File: src/rtl/pipeline_stage_regs_pkg.sv
// Shared definitions for the R/X/M/W datapath registers: bubble encoding,
// forwarding-vector bit positions and the forwarding source selector.
`ifndef NOP_INST
`define NOP_INST 16'h0000
`endif
`ifndef FWD_X1
`define FWD_X1 5
`define FWD_M1 4
`define FWD_W1 3
`define FWD_X2 2
`define FWD_M2 1
`define FWD_W2 0
`endif

package pipeline_stage_regs_pkg;

  localparam int FWD_W     = 6;
  localparam int FWD_SRC_W = 3;

  typedef enum logic [1:0] {
    SEL_X  = 2'd0,
    SEL_M  = 2'd1,
    SEL_W  = 2'd2,
    SEL_RD = 2'd3
  } fwd_sel_e;

  // Youngest producer wins: X over M over W, regfile only when nothing matches.
  function automatic fwd_sel_e fwd_pick(input logic [FWD_SRC_W-1:0] sel);
    if (sel[2])      return SEL_X;
    else if (sel[1]) return SEL_M;
    else if (sel[0]) return SEL_W;
    else             return SEL_RD;
  endfunction

endpackage

File: src/rtl/pipeline_stage_regs_fwd_mux.sv
// Priority operand select for one source: {x,m,w} forwarding bits with
// regfile data as the fallback.
module pipeline_stage_regs_fwd_mux
  import pipeline_stage_regs_pkg::*;
#(
  parameter int W = 16
) (
  input  logic [FWD_SRC_W-1:0] sel,
  input  logic [W-1:0]         res_x,
  input  logic [W-1:0]         res_m,
  input  logic [W-1:0]         res_w,
  input  logic [W-1:0]         rd,
  output logic [W-1:0]         y
);

  always_comb begin
    y = rd;
    case (fwd_pick(sel))
      SEL_X:   y = res_x;
      SEL_M:   y = res_m;
      SEL_W:   y = res_w;
      default: y = rd;
    endcase
  end

endmodule

File: src/rtl/pipeline_stage_regs.sv
// R/X/M/W instruction and operand registers driven by the pipeline
// controller's enables, flush and forwarding vector.
module pipeline_stage_regs
  import pipeline_stage_regs_pkg::*;
#(
  parameter int             W        = 16,
  parameter logic [W-1:0]   NOP_INST = `NOP_INST,
  parameter int             CNT_W    = 16
) (
  input  logic             clk,
  input  logic             rst_n,
  input  logic [W-1:0]     inst_f,
  input  logic [W-1:0]     pc_f,
  input  logic             en_f,
  input  logic             en_r,
  input  logic             en_x,
  input  logic             en_m,
  input  logic             en_w,
  input  logic [FWD_W-1:0] forwarding,
  input  logic             flush,
  input  logic [W-1:0]     rd1,
  input  logic [W-1:0]     rd2,
  input  logic [W-1:0]     res_x,
  input  logic [W-1:0]     res_m,
  input  logic [W-1:0]     res_w,
  output logic [W-1:0]     inst_r,
  output logic [W-1:0]     inst_x,
  output logic [W-1:0]     inst_m,
  output logic [W-1:0]     inst_w,
  output logic [W-1:0]     pc_r,
  output logic [W-1:0]     pc_x,
  output logic [W-1:0]     opa_x,
  output logic [W-1:0]     opb_x,
  output logic [CNT_W-1:0] stall_cnt,
  output logic [CNT_W-1:0] bubble_cnt
);

  logic [W-1:0]     inst_r_q, inst_r_d, inst_x_q, inst_x_d;
  logic [W-1:0]     inst_m_q, inst_m_d, inst_w_q, inst_w_d;
  logic [W-1:0]     pc_r_q, pc_r_d, pc_x_q, pc_x_d;
  logic [W-1:0]     opa_x_q, opa_x_d, opb_x_q, opb_x_d;
  logic [CNT_W-1:0] stall_cnt_q, stall_cnt_d, bubble_cnt_q, bubble_cnt_d;
  logic [W-1:0]     opa_fwd, opb_fwd;
  logic             bub_r, bub_x, bub_m, bub_w;
  logic [2:0]       bub_inc;

  function automatic logic [CNT_W-1:0] sat_add(input logic [CNT_W-1:0] a,
                                               input logic [2:0]       inc);
    logic [CNT_W:0] s;
    s = {1'b0, a} + {{(CNT_W-2){1'b0}}, inc};
    return s[CNT_W] ? {CNT_W{1'b1}} : s[CNT_W-1:0];
  endfunction

  pipeline_stage_regs_fwd_mux #(.W(W)) u_fwd_a (
    .sel   (forwarding[`FWD_X1:`FWD_W1]),
    .res_x (res_x),
    .res_m (res_m),
    .res_w (res_w),
    .rd    (rd1),
    .y     (opa_fwd)
  );

  pipeline_stage_regs_fwd_mux #(.W(W)) u_fwd_b (
    .sel   (forwarding[`FWD_X2:`FWD_W2]),
    .res_x (res_x),
    .res_m (res_m),
    .res_w (res_w),
    .rd    (rd2),
    .y     (opb_fwd)
  );

  always_comb begin
    inst_r_d = inst_r_q;
    inst_x_d = inst_x_q;
    inst_m_d = inst_m_q;
    inst_w_d = inst_w_q;
    pc_r_d   = pc_r_q;
    pc_x_d   = pc_x_q;
    opa_x_d  = opa_x_q;
    opb_x_d  = opb_x_q;
    bub_r    = 1'b0;
    bub_x    = 1'b0;
    bub_m    = 1'b0;
    bub_w    = 1'b0;

    // Flush overrides the enables for R and X; M/W are unaffected by it.
    if (flush) begin
      inst_r_d = NOP_INST;
      pc_r_d   = '0;
      inst_x_d = NOP_INST;
      pc_x_d   = '0;
      opa_x_d  = '0;
      opb_x_d  = '0;
      bub_r    = 1'b1;
      bub_x    = 1'b1;
    end else begin
      if (en_r) begin
        if (en_f) begin
          inst_r_d = inst_f;
          pc_r_d   = pc_f;
        end else begin
          inst_r_d = NOP_INST;
          pc_r_d   = '0;
          bub_r    = 1'b1;
        end
      end
      if (en_x) begin
        if (en_r) begin
          inst_x_d = inst_r_q;
          pc_x_d   = pc_r_q;
          opa_x_d  = opa_fwd;
          opb_x_d  = opb_fwd;
        end else begin
          inst_x_d = NOP_INST;
          pc_x_d   = '0;
          opa_x_d  = '0;
          opb_x_d  = '0;
          bub_x    = 1'b1;
        end
      end
    end

    if (en_m) begin
      inst_m_d = en_x ? inst_x_q : NOP_INST;
      bub_m    = !en_x;
    end
    if (en_w) begin
      inst_w_d = en_m ? inst_m_q : NOP_INST;
      bub_w    = !en_m;
    end

    bub_inc      = {2'b00, bub_r} + {2'b00, bub_x} + {2'b00, bub_m} + {2'b00, bub_w};
    bubble_cnt_d = sat_add(bubble_cnt_q, bub_inc);
    stall_cnt_d  = (!en_r && !flush) ? sat_add(stall_cnt_q, 3'd1) : stall_cnt_q;
  end

  always_ff @(posedge clk or negedge rst_n) begin
    if (!rst_n) begin
      inst_r_q     <= NOP_INST;
      inst_x_q     <= NOP_INST;
      inst_m_q     <= NOP_INST;
      inst_w_q     <= NOP_INST;
      pc_r_q       <= '0;
      pc_x_q       <= '0;
      opa_x_q      <= '0;
      opb_x_q      <= '0;
      stall_cnt_q  <= '0;
      bubble_cnt_q <= '0;
    end else begin
      inst_r_q     <= inst_r_d;
      inst_x_q     <= inst_x_d;
      inst_m_q     <= inst_m_d;
      inst_w_q     <= inst_w_d;
      pc_r_q       <= pc_r_d;
      pc_x_q       <= pc_x_d;
      opa_x_q      <= opa_x_d;
      opb_x_q      <= opb_x_d;
      stall_cnt_q  <= stall_cnt_d;
      bubble_cnt_q <= bubble_cnt_d;
    end
  end

  assign inst_r     = inst_r_q;
  assign inst_x     = inst_x_q;
  assign inst_m     = inst_m_q;
  assign inst_w     = inst_w_q;
  assign pc_r       = pc_r_q;
  assign pc_x       = pc_x_q;
  assign opa_x      = opa_x_q;
  assign opb_x      = opb_x_q;
  assign stall_cnt  = stall_cnt_q;
  assign bubble_cnt = bubble_cnt_q;

endmodule

File: config.mk
export PLATFORM = sky130hd
export DESIGN_NAME = pipeline_stage_regs
export DESIGN_NICKNAME = d
export VERILOG_FILES = /design/src/rtl/pipeline_stage_regs_pkg.sv /design/src/rtl/pipeline_stage_regs_fwd_mux.sv /design/src/rtl/pipeline_stage_regs.sv
export SDC_FILE = /design/constraint.sdc
export NUM_CORES = 1
export LEC_CHECK = 0
export ABC_AREA = 1
export BUFFER_PORTS_ARGS = -buffer_cell sky130_fd_sc_hd__clkbuf_2
export CAP_MARGIN = 40
export CORE_MARGIN = 2
export CORE_UTILIZATION = 50
export CTS_CLUSTER_SIZE = 10
export DETAILED_ROUTE_END_ITERATION = 8
export PLACE_DENSITY = 0.81
export SKIP_LAST_GASP = 1
export SLEW_MARGIN = 5
export SYNTH_ARGS = -nofsm -noshare
export SYNTH_HDL_FRONTEND = slang
export SYNTH_SLANG_ARGS = --single-unit
export TNS_END_PERCENT = 20
File: constraint.sdc
create_clock -name clk -period 3.09 [get_ports clk]
set_clock_uncertainty 0.15 [all_clocks]
set_input_delay 0.309 -clock clk [delete_from_list [all_inputs] [get_ports clk]]
set_output_delay 0.309 -clock clk [all_outputs]
set_load 0.02 [all_outputs]
# Word level (Yosys, flattened, before mapping)
# Index checks and enable logic that the tools add are counted.
[word_totals]
elab_cells = 66
register_bits = 160
input_bits = 126
out_inout_bits = 160
[classes]
mux = 38
eq_ne = 4
add_sub_neg = 5
reduce_logical = 9
[op_table]
columns = ["op", "n"]
rows = [
  ["16-bit two-way mux", 22],
  ["16-bit case mux with 3 select lines", 2],
  ["16-bit by 1-bit adder with 17-bit output (second input constant)", 1],
  ["16-bit by 3-bit adder with 17-bit output", 1],
  ["1-bit two-way mux", 10],
  ["2-bit two-way mux", 4],
  ["2-bit by 1-bit == test with 1-bit output (second input constant)", 2],
  ["2-bit == test (second input constant)", 2],
  ["1-bit logical NOT", 4],
  ["2-bit logical NOT", 2],
  ["2-bit nonzero test", 2],
  ["2-bit by 1-bit adder with 3-bit output", 1],
  ["3-bit by 1-bit adder with 3-bit output", 1],
  ["1-bit by 1-bit adder with 2-bit output", 1],
  ["1-bit logical AND", 1],
]

# Longest topological paths before layout
[logic_depth]
ltp_word = 8
depth_mapped = 15
depth_no_buf = 14

# Hierarchy
# A second synthesis with hierarchy kept.
[unflattened]
hier_cells = 949
hier_area_um2 = 7905.1
[by_module_without_submodules]
columns = ["mod", "cells_each", "n_inst", "area_each_um2"]
rows = [
  ["pipeline_stage_regs", 737, 1, 6876.6],
  ["pipeline_stage_regs_fwd_mux", 106, 2, 514.2],
]

# Worst setup path after synthesis
# OpenSTA, ideal clock, no wires.
[synth_path]
kind = "input-to-reg"
startpoint = "input port en_f"
endpoint = "register bubble_cnt_q[11], in the netlist bubble_cnt[11]"
t_arrival_ns = 2.751
cell_stages = 14
required_time_ns = 2.871
setup_slack_ns = 0.120
n_path_buf = 2
cell_sequence = "inv_1 > nor2_1 > buf_2 > nor2_1 > fa_1 > inv_1 > fa_1 > inv_1 > fa_1 > nand3_2 > nor3_4 > nand3_2 > buf_2 > nand3_1"
[synth_via]
elab_chain_cells = 8
[synth_rtl]
columns = ["element", "line", "rtl"]
rows = [
  ["start, declared", "pipeline_stage_regs.sv:14", "input logic en_f,"],
  ["1-bit two-way mux", "pipeline_stage_regs.sv:98", "if (en_f) begin"],
  ["1-bit two-way mux", "pipeline_stage_regs.sv:97", "if (en_r) begin"],
  ["1-bit two-way mux", "pipeline_stage_regs.sv:87", "if (flush) begin"],
  ["1-bit by 1-bit adder with 2-bit output", "pipeline_stage_regs.sv:132", "bub_inc = {2'b00, bub_r} + {2'b00, bub_x} + {2'b00, bub_m} + {2'b00, bub_w};"],
  ["2-bit by 1-bit adder with 3-bit output", "pipeline_stage_regs.sv:132", ""],
  ["3-bit by 1-bit adder with 3-bit output", "pipeline_stage_regs.sv:132", ""],
  ["16-bit by 3-bit adder with 17-bit output", "pipeline_stage_regs.sv:50", "s = {1'b0, a} + {{(CNT_W-2){1'b0}}, inc};"],
  ["16-bit two-way mux", "pipeline_stage_regs.sv:51", "return s[CNT_W] ? {CNT_W{1'b1}} : s[CNT_W-1:0];"],
  ["named net bubble_cnt_d[11]", "pipeline_stage_regs.sv:42", "logic [CNT_W-1:0] stall_cnt_q, stall_cnt_d, bubble_cnt_q, bubble_cnt_d;"],
  ["end signal, assigned", "pipeline_stage_regs.sv:159", "bubble_cnt_q <= bubble_cnt_d;"],
  ["end, declared", "pipeline_stage_regs.sv:42", ""],
]
# The timed path passes the listed nets, and every way through them passes these cells.
# A chain may end at the register's enable or synchronous reset.

# Final worst setup path
[layout_path]
startpoint = "register bubble_cnt_q[0], in the netlist bubble_cnt[0]"
endpoint = "register bubble_cnt_q[4], in the netlist bubble_cnt[4]"
[layout_via]
elab_chain_cells = 2
[layout_rtl]
columns = ["element", "line"]
rows = [
  ["16-bit by 3-bit adder with 17-bit output", "pipeline_stage_regs.sv:50"],
  ["16-bit two-way mux", "pipeline_stage_regs.sv:51"],
  ["named net bubble_cnt_d[4]", "pipeline_stage_regs.sv:42"],
]
# The timed path passes the listed nets, and every way through them passes these cells.

==> reports/metrics.csv <==
stage;metric;value;unit
synth;yosys.area.top_type;dfrtp_1;
clocking;htreeDepth;4;
critical_path;worst_setup_path_start_kind;flip-flop;
clocking;cts-root-buf;clkbuf_16;
placed_design;place_inst;1369;
synth;yosys-top-cells-count;nand2_1, dfrtp_1, inv_1;
synth;synth-edff-count;0;
grt;grt_pass1_vias;7531;
critical_path;r2r_start;bubble_cnt[0];
finish;fin_cells;1431;
power_and_ir_drop;switching_power;1.70;mW
timing;tightest_slew;749;ps
timing;slew_headroom;50.1;%
drt;wl;23.2;mm
floorplan;fp.dieH;128;um
power_and_ir_drop;leakagePower;5.20;nW
power_and_ir_drop;p_clk_share;35.0;%
synth;async_flop_share;100;%
drt;route.detailed.drc;0;
drt;final_antenna_net_count;0;
timing;slew_violations;0;
power_and_ir_drop;power;5.36;mW
drt;firstDrtPassIters;5;
timing;setup_viol;0;
critical_path;reg2reg_to;bubble_cnt[4];
synth;avgSynthCellArea;8.31;um2
critical_path;crit_arrival;3000;ps
power_and_ir_drop;pwr-share-seq;44.6;%
finish;drive_gt1_share;29.7;%
critical_path;worstPathMaxFanout;12;
floorplan;die_x;128;um
synth;seq_area_frac_synth;52.1;%
min_path;holdPathEnd;opa_x[13];
critical_path;r2r_setup_slack;280;ps
floorplan;row_count;45;
power_and_ir_drop;intPower;3.66;mW
timing;period_needed;2810;ps
synth;ys_types;35;
critical_path;crit_required;3280;ps
timing;final-hold-violation-count;0;
drt;wl_per_cell;16.2;um
clocking;cts_made_buffers;17;
clocking;clkTransAtPathRegs;70;ps
synth;syn_nets;1055;
grt;grt_overflow_total;0;
clocking;clock_latency;420;ps
placed_design;hpwlAfterDp;16.6;mm
timing;timing.final.ws_setup;281;ps
min_path;hold_path_startpoint;rd1[13];
synth;yosys-top-cells-area;dfrtp_1, nand2_1, inv_1, o22ai_1, nand3_1;
synth;post-synth-top-count-cell;nand2_1;
placed_design;gp_congestion;0.917;
synth;synth_top_area_share;52.1;%
finish;diodes;0;
min_path;whs_path_depth;3;
synth;synth_cells;924;
power_and_ir_drop;p_sw_share;31.7;%
critical_path;end_kind;flip-flop;
run_status;outcome;finished clean;
clocking;cts.sinks;160;
drt;viasPerCell;5.35;
finish;fin_nets;1363;
clocking;cts_tree;done;
grt;grt_max_degree;81;
floorplan;io_pins;286;
timing;fin_crit_sh;90.9;%
placed_design;io_buffers;285;
synth;ys_warn_count;0;
min_path;hold_class;input port to flip-flop;
grt;grt_pass1_wl;36.9;mm
timing;max_freq;356;MHz
critical_path;path_class;flip-flop to flip-flop;
synth;synth_area;7680;um2
placed_design;dp_slack;-14.8;ps
synth;ys_seq_elements;160;
finish;final_core_util;66.9;%
flow_run;maxCapViolations;0;
timing;setup_tns;0;ps
power_and_ir_drop;p_per_area;532;nW/um2
floorplan;core;15100;um2
finish;areaGrowthSynthToFinish;31.4;%
grt;grt_usage;28.6;%
timing;rsz0062_at_grt;no;
drt;first_iter_violations;501;
grt;antenna_found_initial;0;
power_and_ir_drop;ir_worst_vdd;0.400;mV
floorplan;die-area;16400;um2
drt;vias;7653;
clocking;clockBufferDepth;2;
synth;synthFlopType;dfrtp_1;
floorplan;start_util;50.9;%
critical_path;r2r_cells;9;
power_and_ir_drop;comb_power_share;20.4;%
timing repair:
| action | in CTS | in global routing |
|---|---|---|
| hold buffers | 32 | 0 |
| endpoints found under the hold margin | 109 | 0 |
| gates resized for setup | 0 | 0 |
| setup buffers | 0 | 0 |
layout by cell type (no fill, tap or decap), types with 4 or more instances in the layout:
master and count:
nand4_1 17, clkbuf_2 284, dlygate4sd3_1 32, nor2_4 6, nand2_1 178, inv_1 137
o21ai_0 75, xor2_1 4, o21ai_1 19, nor2_2 4, nor2_1 81, buf_4 10
or2_2 15, inv_2 6, dfrtp_1 160, clkbuf_16 17, nor3_1 4, nand3_1 81
nand3_2 6, o22ai_1 66
stage by stage:
step           hold slack [ps]  cell area (um2)
6_report                  25.2            10100
5_1_grt                   44.5            10100
3_5_place_dp               258             9260
3_3_place_gp               256             9260
4_1_cts                   8.90            10100
2_1_floorplan             -137             7680
registers in the layout, summed over array words and instances, names as in the netlist:
| name | cells |
|---|---|
| inst_x | 16 |
| inst_w | 16 |
| opb_x | 16 |
| bubble_cnt | 16 |
| pc_r | 16 |
| inst_m | 16 |
| pc_x | 16 |
| opa_x | 16 |
| inst_r | 16 |
| stall_cnt | 16 |
cell type report:
class / count / area, um2
tap: 188 / 235
multi-input combinational: 580 / 2950
sequential: 160 / 4000
inverter: 145 / 544
timing repair buffer: 328 / 1850
fill: 1253 / 5000
clock buffer: 21 / 450
clock inverter: 9 / 63.8
critical path: stages, from the launching register on:
cell and delay (ps):
dfrtp_1 400, fa_1 540, inv_1 50, fa_1 400, inv_1 100, fa_1 230, nand3_2 130, nor3_4 250
nand3_2 290, o21ai_0 180
worst max-delay path by stage:
stage | startpoint | endpoint | slack, ps | cells after the start
after global routing | bubble_cnt[0] | bubble_cnt[4] | 80 | 9
after floorplan | en_f | bubble_cnt[11] | 120 | 14
after CTS | bubble_cnt[0] | bubble_cnt[4] | 290 | 9
after global placement | flush | bubble_cnt[14] | 100 | 12
final | bubble_cnt[0] | bubble_cnt[4] | 280 | 9
after detailed placement | flush | bubble_cnt[4] | -10 | 12
power groups by stage:
| stage | clock, mW | sequential (mW) | combinational, mW |
|---|---|---|---|
| 6_report | 1.88 | 2.39 | 1.10 |
| 5_1_grt | 1.97 | 2.41 | 1.21 |
| 4_1_cts | 1.91 | 2.39 | 1.10 |
| 3_5_place_dp | 0 | 2.42 | 1.06 |
| 3_3_place_gp | 0 | 2.42 | 1.03 |
| 2_1_floorplan | 0 | 2.56 | 0.490 |
per-layer routing:
metal | GRT usage, % | routed length, um
met1 | 35.5 | 9510
met2 | 47.2 | 11000
met3 | 7.35 | 1760
met4 | 13.6 | 862
met5 | 0 | 0
cell families after synthesis:
group,count (synthesis),share of synthesized area [%]
DFF,160,52.1
and+or+nand+nor,405,24.6
xor gates and xnor gates,7,0.798
buffers and inverters,184,9.64
AOI/OAI and AO/OA,163,11.7
adders and majority gates,5,1.11
Note: power is estimated with default switching activity, not from simulation.
